## src/rtl/gain_channel_selector_if.sv

```systemverilog
// Sample stream into the gain channel selector and its control outputs toward
// the alpha sequence generator.
interface gain_channel_selector_if #(
    parameter int DATA_WIDTH = 16
);
    logic                         sample_valid;
    logic signed [DATA_WIDTH-1:0] hg_sample;
    logic                         select;
    logic                         enable_transition;
    logic [4:0]                   alpha_est;
    logic                         busy;

    modport master (
        output sample_valid, hg_sample,
        input  select, enable_transition, alpha_est, busy
    );

    modport slave (
        input  sample_valid, hg_sample,
        output select, enable_transition, alpha_est, busy
    );
endinterface

```

## src/rtl/gain_channel_selector.sv

```systemverilog
// Decides when to crossfade between high- and low-gain channels and drives the
// alpha generator's select/step inputs, tracking a shadow copy of alpha.
module gain_channel_selector #(
    parameter int DATA_WIDTH   = 16,
    parameter int THRESH_HIGH  = 24000,
    parameter int THRESH_LOW   = 4000,
    parameter int HOLD_SAMPLES = 4800,
    parameter int RISE_DIV     = 48,
    parameter int FALL_DIV     = 1
) (
    input logic                     clk,
    input logic                     reset,
    gain_channel_selector_if.slave  bus
);

    localparam logic [1:0] AT_A      = 2'd0;
    localparam logic [1:0] RAMP_TO_B = 2'd1;
    localparam logic [1:0] AT_B      = 2'd2;
    localparam logic [1:0] RAMP_TO_A = 2'd3;

    localparam int MAX_DIV = (RISE_DIV > FALL_DIV) ? RISE_DIV : FALL_DIV;
    localparam int SW      = $clog2(MAX_DIV + 1);
    localparam int QW      = $clog2(HOLD_SAMPLES + 1);

    localparam logic [SW-1:0]         RISE_LAST = SW'(RISE_DIV - 1);
    localparam logic [SW-1:0]         FALL_LAST = SW'(FALL_DIV - 1);
    localparam logic [QW-1:0]         HOLD_Q    = QW'(HOLD_SAMPLES);
    localparam logic [DATA_WIDTH-1:0] TH_HI     = DATA_WIDTH'(THRESH_HIGH);
    localparam logic [DATA_WIDTH-1:0] TH_LO     = DATA_WIDTH'(THRESH_LOW);

    // |x| with the most-negative code clamped to the largest positive value.
    function automatic logic [DATA_WIDTH-1:0] sat_abs(input logic signed [DATA_WIDTH-1:0] x);
        logic [DATA_WIDTH-1:0] ux;
        ux = $unsigned(x);
        if (ux == {1'b1, {(DATA_WIDTH-1){1'b0}}})
            return {1'b0, {(DATA_WIDTH-1){1'b1}}};
        else if (x[DATA_WIDTH-1])
            return (~ux) + DATA_WIDTH'(1);
        else
            return ux;
    endfunction

    logic signed [DATA_WIDTH-1:0] sample;
    logic [DATA_WIDTH-1:0]        mag;
    logic                         overload;
    logic                         quiet;
    logic [QW-1:0]                quiet_nxt;

    logic [1:0]    state_p0;
    logic          select_p0;
    logic          en_p0;
    logic [4:0]    alpha_p0;
    logic [QW-1:0] quiet_cnt_p0;
    logic [SW-1:0] step_cnt_p0;

    assign sample = bus.hg_sample;

    always_comb begin
        mag       = sat_abs(sample);
        overload  = (mag >= TH_HI);
        quiet     = (mag < TH_LO);
        quiet_nxt = '0;
        if (quiet)
            quiet_nxt = (quiet_cnt_p0 == HOLD_Q) ? HOLD_Q : quiet_cnt_p0 + QW'(1);
    end

    // p0: decision and shadow-alpha register stage
    always_ff @(posedge clk or posedge reset) begin
        if (reset) begin
            state_p0     <= AT_A;
            select_p0    <= 1'b0;
            en_p0        <= 1'b0;
            alpha_p0     <= 5'd0;
            quiet_cnt_p0 <= '0;
            step_cnt_p0  <= '0;
        end else begin
            en_p0 <= 1'b0;
            if (bus.sample_valid) begin
                quiet_cnt_p0 <= quiet_nxt;
                case (state_p0)
                    AT_A: begin
                        if (quiet_nxt == HOLD_Q) begin
                            state_p0    <= RAMP_TO_B;
                            select_p0   <= 1'b1;
                            step_cnt_p0 <= '0;
                        end
                    end
                    RAMP_TO_B: begin
                        // An overload abort swallows this sample's step, even on a wrap.
                        if (overload) begin
                            state_p0     <= RAMP_TO_A;
                            select_p0    <= 1'b0;
                            step_cnt_p0  <= '0;
                            quiet_cnt_p0 <= '0;
                        end else if (step_cnt_p0 == RISE_LAST) begin
                            step_cnt_p0 <= '0;
                            en_p0       <= 1'b1;
                            alpha_p0    <= alpha_p0 + 5'd1;
                            if (alpha_p0 == 5'd15)
                                state_p0 <= AT_B;
                        end else begin
                            step_cnt_p0 <= step_cnt_p0 + SW'(1);
                        end
                    end
                    AT_B: begin
                        if (overload) begin
                            state_p0     <= RAMP_TO_A;
                            select_p0    <= 1'b0;
                            step_cnt_p0  <= '0;
                            quiet_cnt_p0 <= '0;
                        end
                    end
                    RAMP_TO_A: begin
                        // An abort before the first rise step leaves nothing to undo.
                        if (alpha_p0 == 5'd0) begin
                            state_p0     <= AT_A;
                            quiet_cnt_p0 <= '0;
                        end else if (step_cnt_p0 == FALL_LAST) begin
                            step_cnt_p0 <= '0;
                            en_p0       <= 1'b1;
                            alpha_p0    <= alpha_p0 - 5'd1;
                            if (alpha_p0 == 5'd1) begin
                                state_p0     <= AT_A;
                                quiet_cnt_p0 <= '0;
                            end
                        end else begin
                            step_cnt_p0 <= step_cnt_p0 + SW'(1);
                        end
                    end
                    default: begin
                        state_p0  <= AT_A;
                        select_p0 <= 1'b0;
                    end
                endcase
            end
        end
    end

    assign bus.select            = select_p0;
    assign bus.enable_transition = en_p0;
    assign bus.alpha_est         = alpha_p0;
    assign bus.busy              = (state_p0 == RAMP_TO_B) || (state_p0 == RAMP_TO_A);

endmodule

```

## src/flat_wrapper.sv

```systemverilog
// flat-port wrapper written by rule: the top's interface ports become plain ports
module gain_channel_selector_flat 
#(
    parameter int DATA_WIDTH   = 16,
    parameter int THRESH_HIGH  = 24000,
    parameter int THRESH_LOW   = 4000,
    parameter int HOLD_SAMPLES = 4800,
    parameter int RISE_DIV     = 48,
    parameter int FALL_DIV     = 1
)
  (clk, reset, bus_sample_valid, bus_hg_sample, bus_select, bus_enable_transition, bus_alpha_est, bus_busy);
  gain_channel_selector_if #(.DATA_WIDTH(DATA_WIDTH)) bus_i ();
  input logic clk;
  input logic reset;
  input wire logic [$bits(bus_i.sample_valid)-1:0] bus_sample_valid;
  input wire logic [$bits(bus_i.hg_sample)-1:0] bus_hg_sample;
  output wire logic [$bits(bus_i.select)-1:0] bus_select;
  output wire logic [$bits(bus_i.enable_transition)-1:0] bus_enable_transition;
  output wire logic [$bits(bus_i.alpha_est)-1:0] bus_alpha_est;
  output wire logic [$bits(bus_i.busy)-1:0] bus_busy;
  assign bus_i.sample_valid = bus_sample_valid;
  assign bus_i.hg_sample = bus_hg_sample;
  assign bus_select = bus_i.select;
  assign bus_enable_transition = bus_i.enable_transition;
  assign bus_alpha_est = bus_i.alpha_est;
  assign bus_busy = bus_i.busy;
  gain_channel_selector #(.DATA_WIDTH(DATA_WIDTH), .THRESH_HIGH(THRESH_HIGH), .THRESH_LOW(THRESH_LOW), .HOLD_SAMPLES(HOLD_SAMPLES), .RISE_DIV(RISE_DIV), .FALL_DIV(FALL_DIV)) u_core (.clk(clk), .reset(reset), .bus(bus_i));
endmodule
```

## config.mk

```make
export PLATFORM = sky130hd
export DESIGN_NAME = gain_channel_selector_flat
export DESIGN_NICKNAME = d
export VERILOG_FILES = /design/src/rtl/gain_channel_selector_if.sv /design/src/rtl/gain_channel_selector.sv /design/src/flat_wrapper.sv
export SDC_FILE = /design/constraint.sdc
export NUM_CORES = 1
export LEC_CHECK = 0
export CAP_MARGIN = 20
export CORE_UTILIZATION = 44
export CTS_CLUSTER_DIAMETER = 200
export CTS_CLUSTER_SIZE = 24
export DETAILED_ROUTE_END_ITERATION = 7
export PLACE_DENSITY = 0.74
export RECOVER_POWER = 50
export SETUP_SLACK_MARGIN = 0.02
export SLEW_MARGIN = 30
export SYNTH_ARGS = -nofsm -noshare
export SYNTH_HDL_FRONTEND = slang
export SYNTH_SLANG_ARGS = --single-unit
export TNS_END_PERCENT = 100
```

## constraint.sdc

```tcl
create_clock -name clk -period 3.3 [get_ports clk]
set_input_delay 0.495 -clock clk [delete_from_list [all_inputs] [get_ports clk]]
set_output_delay 0.495 -clock clk [all_outputs]
set_load 0.1 [all_outputs]
```

==> impl_metrics.toml, run 1 <==
[critical_path]
path_cells = "clkdlybuf4s50_1 -> or3_1 -> buf_4 -> nor4_1 -> o22a_1 -> a21oi_1 -> or4b_4 -> a31oi_2 -> nor3b_1 -> a211o_1"
reg2regPathDepth = 10
crit_family = "simple AND/OR/NAND/NOR gates"
arrival_ns = 3.31
slowest_delay_ns = 0.59
cp_slowest_cell = "or4b_4"
r2r_slack_ns = 0.31
r2r-end = "u_core.step_cnt_p0[5]$_DFFE_PP0P_"
critPathLaunchType = "input pin"
cp_data_required_time_ns = 3.48
critPathMaxFanout = 4
cp-end-kind = "flip-flop"
crit_type = "in2reg"
timing.rr.start = "u_core.quiet_cnt_p0[1]$_DFFE_PP0P_"
path_buf_inv = 2

[cts]
ctsLongestPathBuffers = 2
cts_tree = "built"
htreeDepth = 1
cts_sinks = 28
clock_latency_ns = 0.28
cts.hold.buffers_added = 0
cts_buffers = 3
cts_root_buf = "clkbuf_8"
path_clk_slew_ns = 0.11

[floorplan]
die_area_um2 = 5920
start_util_pct = 46.9
io_pins = 27
die_h_um = 76.9
core_area_um2 = 5270
rows = 26
die_w_um = 76.9

[global_routing]
grt_max_degree = 22
antenna_found_initial = 0
use_met3_pct = 2.50
met1_usage_pct = 29.2
grt.total_usage_pct = 21.5
top_usage_layer = "met2"
grt_first_pass_wirelength_mm = 10.6
grt_overflow = 0
grt_pass1_vias = 2304
met2_usage_pct = 36.6

[timing]
rsz0062_at_grt = "yes"
max_slew_margin_pct = 22.2
finalCritPeriodShare_pct = 94.9
whs_ns = 0.512
final_max_slew_viol_count = 0
setup_viol = 0
final.setup_skew_ns = 0.00983
setup_ws_ns = 0.169
final_hold_viol_count = 0
worst_pin_slew_ns = 1.17
min_period_ns = 3.13
clock.fmax_ghz = 0.319

[hold_path]
min_from = "u_core.bus.select$_DFFE_PP0P_"
whs_path_depth = 2
hold_end = "u_core.bus.select$_DFFE_PP0P_"
hold_path_class = "reg2reg"

[synthesis]
yosysTopAreaCell = "dfrtp_1"
synth_top_area_share_pct = 28.4
synth.avg_cell_area_um2 = 8.40
seq_area_frac_synth_pct = 28.4
ys_async_sr_fraction_pct = 100
ys_ff_latch = 28
synth_most_common_cell = "dfrtp_1"
synth_common_cells = "28 x dfrtp_1, 21 x inv_1, 21 x nand2_1"
synth_edf_count = 0
synthDistinctLibCells = 61
yosys-top-cells-area = "dfrtp_1 28%, ha_1 6.6%, inv_1 3.2%, nand2_1 3.2%, o21ai_0 3.0%"
synth-warning-count = 0
synth_cells = 294
synth_nets = 326
ys.flop_type = "dfrtp_1"
synth_area_um2 = 2470

[finish]
fin_area_um2 = 3070
antennaDiodeCount = 0
final_core_util_pct = 58.2
drive_gt1_share_pct = 14.5
final_nets = 377
area_growth_pct = 24.3

[pwr]
leakage_nw = 1.30
power_density_nw_per_um2 = 636
vdd_ir_drop_max_mv = 0.620

[place]
pre_cts_ws_ns = -0.166
place.gp.congestion = 0.881
portBuffers = 26
dpl-instance-area_um2 = 3000
dp_hpwl_mm = 4.72

[drt]
wl_mm = 6.20
dr.pass1.iters = 4
vias = 2507
drt_iter0_markers = 166
wl_per_cell_um = 15.0
viasPerCell = 6.06
ant_nets = 0
drc_errors = 0

[run]
cap_violations = 0

[outcome]
status = "finished, final reports clean"
-- how the worst max path moves through the flow --
stage / startpoint / endpoint / slack (ns) / depth (start not counted)
2_1_floorplan: bus_hg_sample[0] / u_core.step_cnt_p0[2]$_DFFE_PP0P_ / 0.36 / 10
3_3_place_gp: bus_hg_sample[0] / u_core.step_cnt_p0[2]$_DFFE_PP0P_ / -0.08 / 12
3_5_place_dp: bus_hg_sample[3] / u_core.step_cnt_p0[2]$_DFFE_PP0P_ / -0.17 / 10
4_1_cts: bus_hg_sample[1] / u_core.step_cnt_p0[2]$_DFFE_PP0P_ / 0.14 / 10
5_1_grt: bus_hg_sample[1] / u_core.step_cnt_p0[2]$_DFFE_PP0P_ / 0.01 / 11
6_report: bus_hg_sample[3] / u_core.step_cnt_p0[2]$_DFFE_PP0P_ / 0.17 / 10
-- stage by stage --
stage	instances	setup TNS [ns]	power (mW)
3_5_place_dp	410	-0.673	1.69
6_report	414	0	1.95
3_3_place_gp	410	-0.198	1.66
2_1_floorplan	294	0	1.38
5_1_grt	414	0	2.07
4_1_cts	414	0	1.97
-- registers in the layout (all words and copies together) (netlist names) --
name                          count
u_core.state_p0                   2
u_core.bus.alpha_est              5
u_core.bus.select                 1
u_core.step_cnt_p0                6
u_core.quiet_cnt_p0              13
u_core.bus.enable_transition      1
-- cells in the final DEF, fill, tap and decap left out, drive strengths merged, types with 3 or more instances in the layout --
master         count
nand2b             5
nor4               9
nor2              15
ha                13
xor2               4
a32o               3
nand3             13
xnor2              8
and3               8
a31oi              8
a211oi             5
nand2             21
clkdlybuf4s50     21
mux2i              6
o31ai              4
nor3               6
or2                5
a21oi             12
inv               21
dfrtp             28
o2bb2ai            5
o21ai             15
nor2b              5
clkbuf             6
dlygate4sd3        3
or4                3
a21o               4
o211ai             9
buf               29
or3                3
a221o              3
nand4              8
and2               6
-- metal layers --
metal	part of all wire (%)	wire length [um]
met5	0	0
met4	0.45	28
met3	5.2	322
met2	48	2960
met1	47	2900
-- repair_timing --
item,CTS,global route
buffers inserted,0,0
gates resized for setup,0,2
setup endpoints to repair,0,4
-- cell families (layout without fill, tap and decap cells) --
logic type               count (synthesis)  after routing  share of synthesized area, %
adder cells (fa/ha/maj)                 13             13                          6.59
multiplexers                             7              7                          2.89
AND/OR/NAND/NOR                        117            117                          27.1
XOR/XNOR                                12             12                          4.26
buffers and inverters                   31             81                          4.86
AO/OA/AOI/OAI                           86             86                          26.0
flip-flops                              28             28                          28.4
-- final cells by class --
cell class	instances	area, um^2
fill	482	2200
multi-input combinational	235	1660
sequential	28	701
timing repair buffer	56	469
tap	70	87.6
inverter	21	78.8
clock buffer	3	41.3
clock inverter	1	30.0
-- power breakdown --
group / internal [mW] / switching [mW]
clock: 0.163 / 0.115
combinational: 0.376 / 0.780
sequential: 0.427 / 0.0913
total: 0.966 / 0.986
-- worst register-to-register path: stages (launching register included) --
cell and delay, ns:
dfrtp_1 0.44, ha_1 0.31, and3_1 0.38, nand4_1 0.16, xor2_1 0.18, or4_1 0.55, a211oi_1 0.26, a21o_1 0.21
o211ai_1 0.10, buf_4 0.17, o211ai_1 0.16
Note: power is estimated with default switching activity, not from simulation.
==> inputs of run 2 (changes only) <==
- PLACE_DENSITY: 0.74 -> unset
==> impl_metrics.toml, run 2 (synthesis gave the netlist of run 1 again) <==
[outcome]
status = "finished with violations"
violations = "max-capacitance violations, max-slew violations"

[finish]
fillers = 518
final_common_cell = "buf_4"
seq_area_um2 = 701
fin_area_um2 = 3140
area_growth_pct = 27.0
drive_gt1_share_pct = 16.8
multi_input_area_um2 = 1660
largest_register = "u_core.quiet_cnt_p0"
antennaDiodeCount = 0
final_nets = 385
largest_reg_flops = 13
final_cell_mix = "37 x buf_4, 28 x dfrtp_1, 21 x inv_1, 21 x nand2_1, 21 x clkdlybuf4s50_1"

[timing]
worst_pin_slew_ns = 1.60
min_period_ns = 3.10
clock.fmax_ghz = 0.322
timing.setup.tns_ns = 0
rsz0062_at_grt = "yes"
setup_viol = 0
final_max_slew_viol_count = 29
finalCritPeriodShare_pct = 94.0
final.setup_skew_ns = 0.00266
max_slew_margin_pct = -6.84
final_hold_viol_count = 0

[global_routing]
antenna_found_initial = 0
grt.total_usage_pct = 22.5
grt_overflow = 0
grt_pass1_vias = 2336
grt_first_pass_wirelength_mm = 10.9
grt_max_degree = 29

[cts]
ctsLongestPathBuffers = 2
clock_latency_ns = 0.28
path_clk_slew_ns = 0.11
cts_tree = "built"
cts_root_buf = "clkbuf_8"
cts.hold.buffers_added = 0
cts_resized = 0
htreeDepth = 1
cts_sinks = 28
postCtsSetupRepairBufs = 0
cts_buffers = 3

[place]
dp_hpwl_mm = 4.79
dpl-instance-area_um2 = 3070
portBuffers = 26
place.gp.congestion = 0.840

[critical_path]
path_cells = "clkdlybuf4s50_1 -> inv_1 -> ha_1 -> or4b_4 -> o21ai_0 -> xnor2_1 -> a21oi_1 -> or4b_4 -> a31oi_2 -> nor3b_1 -> a211o_1"
critPathMaxFanout = 4
cp_slowest_cell = "or4b_4"
crit_type = "in2reg"
timing.rr.start = "u_core.quiet_cnt_p0[1]$_DFFE_PP0P_"
cp-end-kind = "flip-flop"
cp-startpoint = "bus_hg_sample[0]"
r2r_slack_ns = 0.45
path_buf_inv = 2
reg2regPathDepth = 10
critPathLaunchType = "input pin"
arrival_ns = 3.28
cpMostUsedCell = "or4b_4"
r2r-end = "u_core.step_cnt_p0[3]$_DFFE_PP0P_"
slowest_delay_ns = 0.59
cp_data_required_time_ns = 3.48
crit_family = "simple AND/OR/NAND/NOR gates"

[hold_path]
min_from = "u_core.bus.select$_DFFE_PP0P_"
hold_end = "u_core.bus.select$_DFFE_PP0P_"
whs_path_depth = 2
hold_path_class = "reg2reg"

[pwr]
power_density_nw_per_um2 = 634
leakage_nw = 1.35
vdd_ir_drop_max_mv = 0.631

[drt]
dr.pass1.iters = 4
vias = 2489
drt_iter0_markers = 116
viasPerCell = 5.90
wl_mm = 6.17
wl_per_cell_um = 14.6
drc_errors = 0
ant_nets = 0

[floorplan]
rows = 26
die_w_um = 76.9
die_area_um2 = 5920
core_area_um2 = 5270
start_util_pct = 46.9
die_h_um = 76.9
io_pins = 27

[run]
cap_violations = 1
-- run 2: cell count changes in the layout (fill, tap and decap cells not counted), sizes merged --
cell / before / now
buf: 29 / 38
dlygate4sd3: 3 / 2
-- run 2: worst max-delay path by stage --
stage                     cells after the start                                 to
after detailed placement                     11  u_core.step_cnt_p0[2]$_DFFE_PP0P_
after CTS                                    11  u_core.step_cnt_p0[2]$_DFFE_PP0P_
after global placement                       11  u_core.step_cnt_p0[2]$_DFFE_PP0P_
after global routing                         12  u_core.step_cnt_p0[3]$_DFFE_PP0P_
final                                        11  u_core.step_cnt_p0[2]$_DFFE_PP0P_
after floorplan                              10  u_core.step_cnt_p0[2]$_DFFE_PP0P_
-- run 2: area by class of cell --
type | count | area share (%)
tap | 70 | 2.79
multi-input combinational | 235 | 52.9
timing repair buffer | 64 | 17.2
inverter | 21 | 2.51
clock buffer | 3 | 1.32
clock inverter | 1 | 0.958
sequential | 28 | 22.3
-- run 2: through the flow --
step                      setup WS (ns)  total power, mW  cells  hold slack, ns  util, %
after global routing            0.00615             2.12    422           0.550     59.5
after floorplan                   0.365             1.38    294           0.496        -
final                             0.198             1.99    422           0.518     59.5
after detailed placement         -0.140             1.71    418           0.500     58.2
after global placement          -0.0948             1.70    418           0.495     58.2
after CTS                         0.126             2.00    422           0.527     59.5
-- run 2: report_power, final --
group / internal, mW / switching, mW / leakage, nW
Combinational: 0.399 / 0.788 / 0.942
Clock: 0.163 / 0.119 / 0.0357
Sequential: 0.427 / 0.0937 / 0.370
Total: 0.988 / 1.00 / 1.35
-- run 2: metal layers --
metal / vias up / share of wire [%] / global-route usage [%]
met4: 0 / 0.47 / 3.65
li1: 1236 / - / -
met1: 1192 / 50 / 32.2
met5: - / 0 / 0
met3: 4 / 3.9 / 2.74
met2: 57 / 46 / 36.5
-- run 2: worst reg2reg max path: stages (launching register included) --
cell	delay [ns]
dfrtp_1	0.43
ha_1	0.31
and3_1	0.23
nand4_1	0.12
xor2_1	0.18
or4_1	0.55
a211oi_1	0.29
a21o_1	0.22
o211ai_1	0.10
buf_4	0.17
o211ai_1	0.18
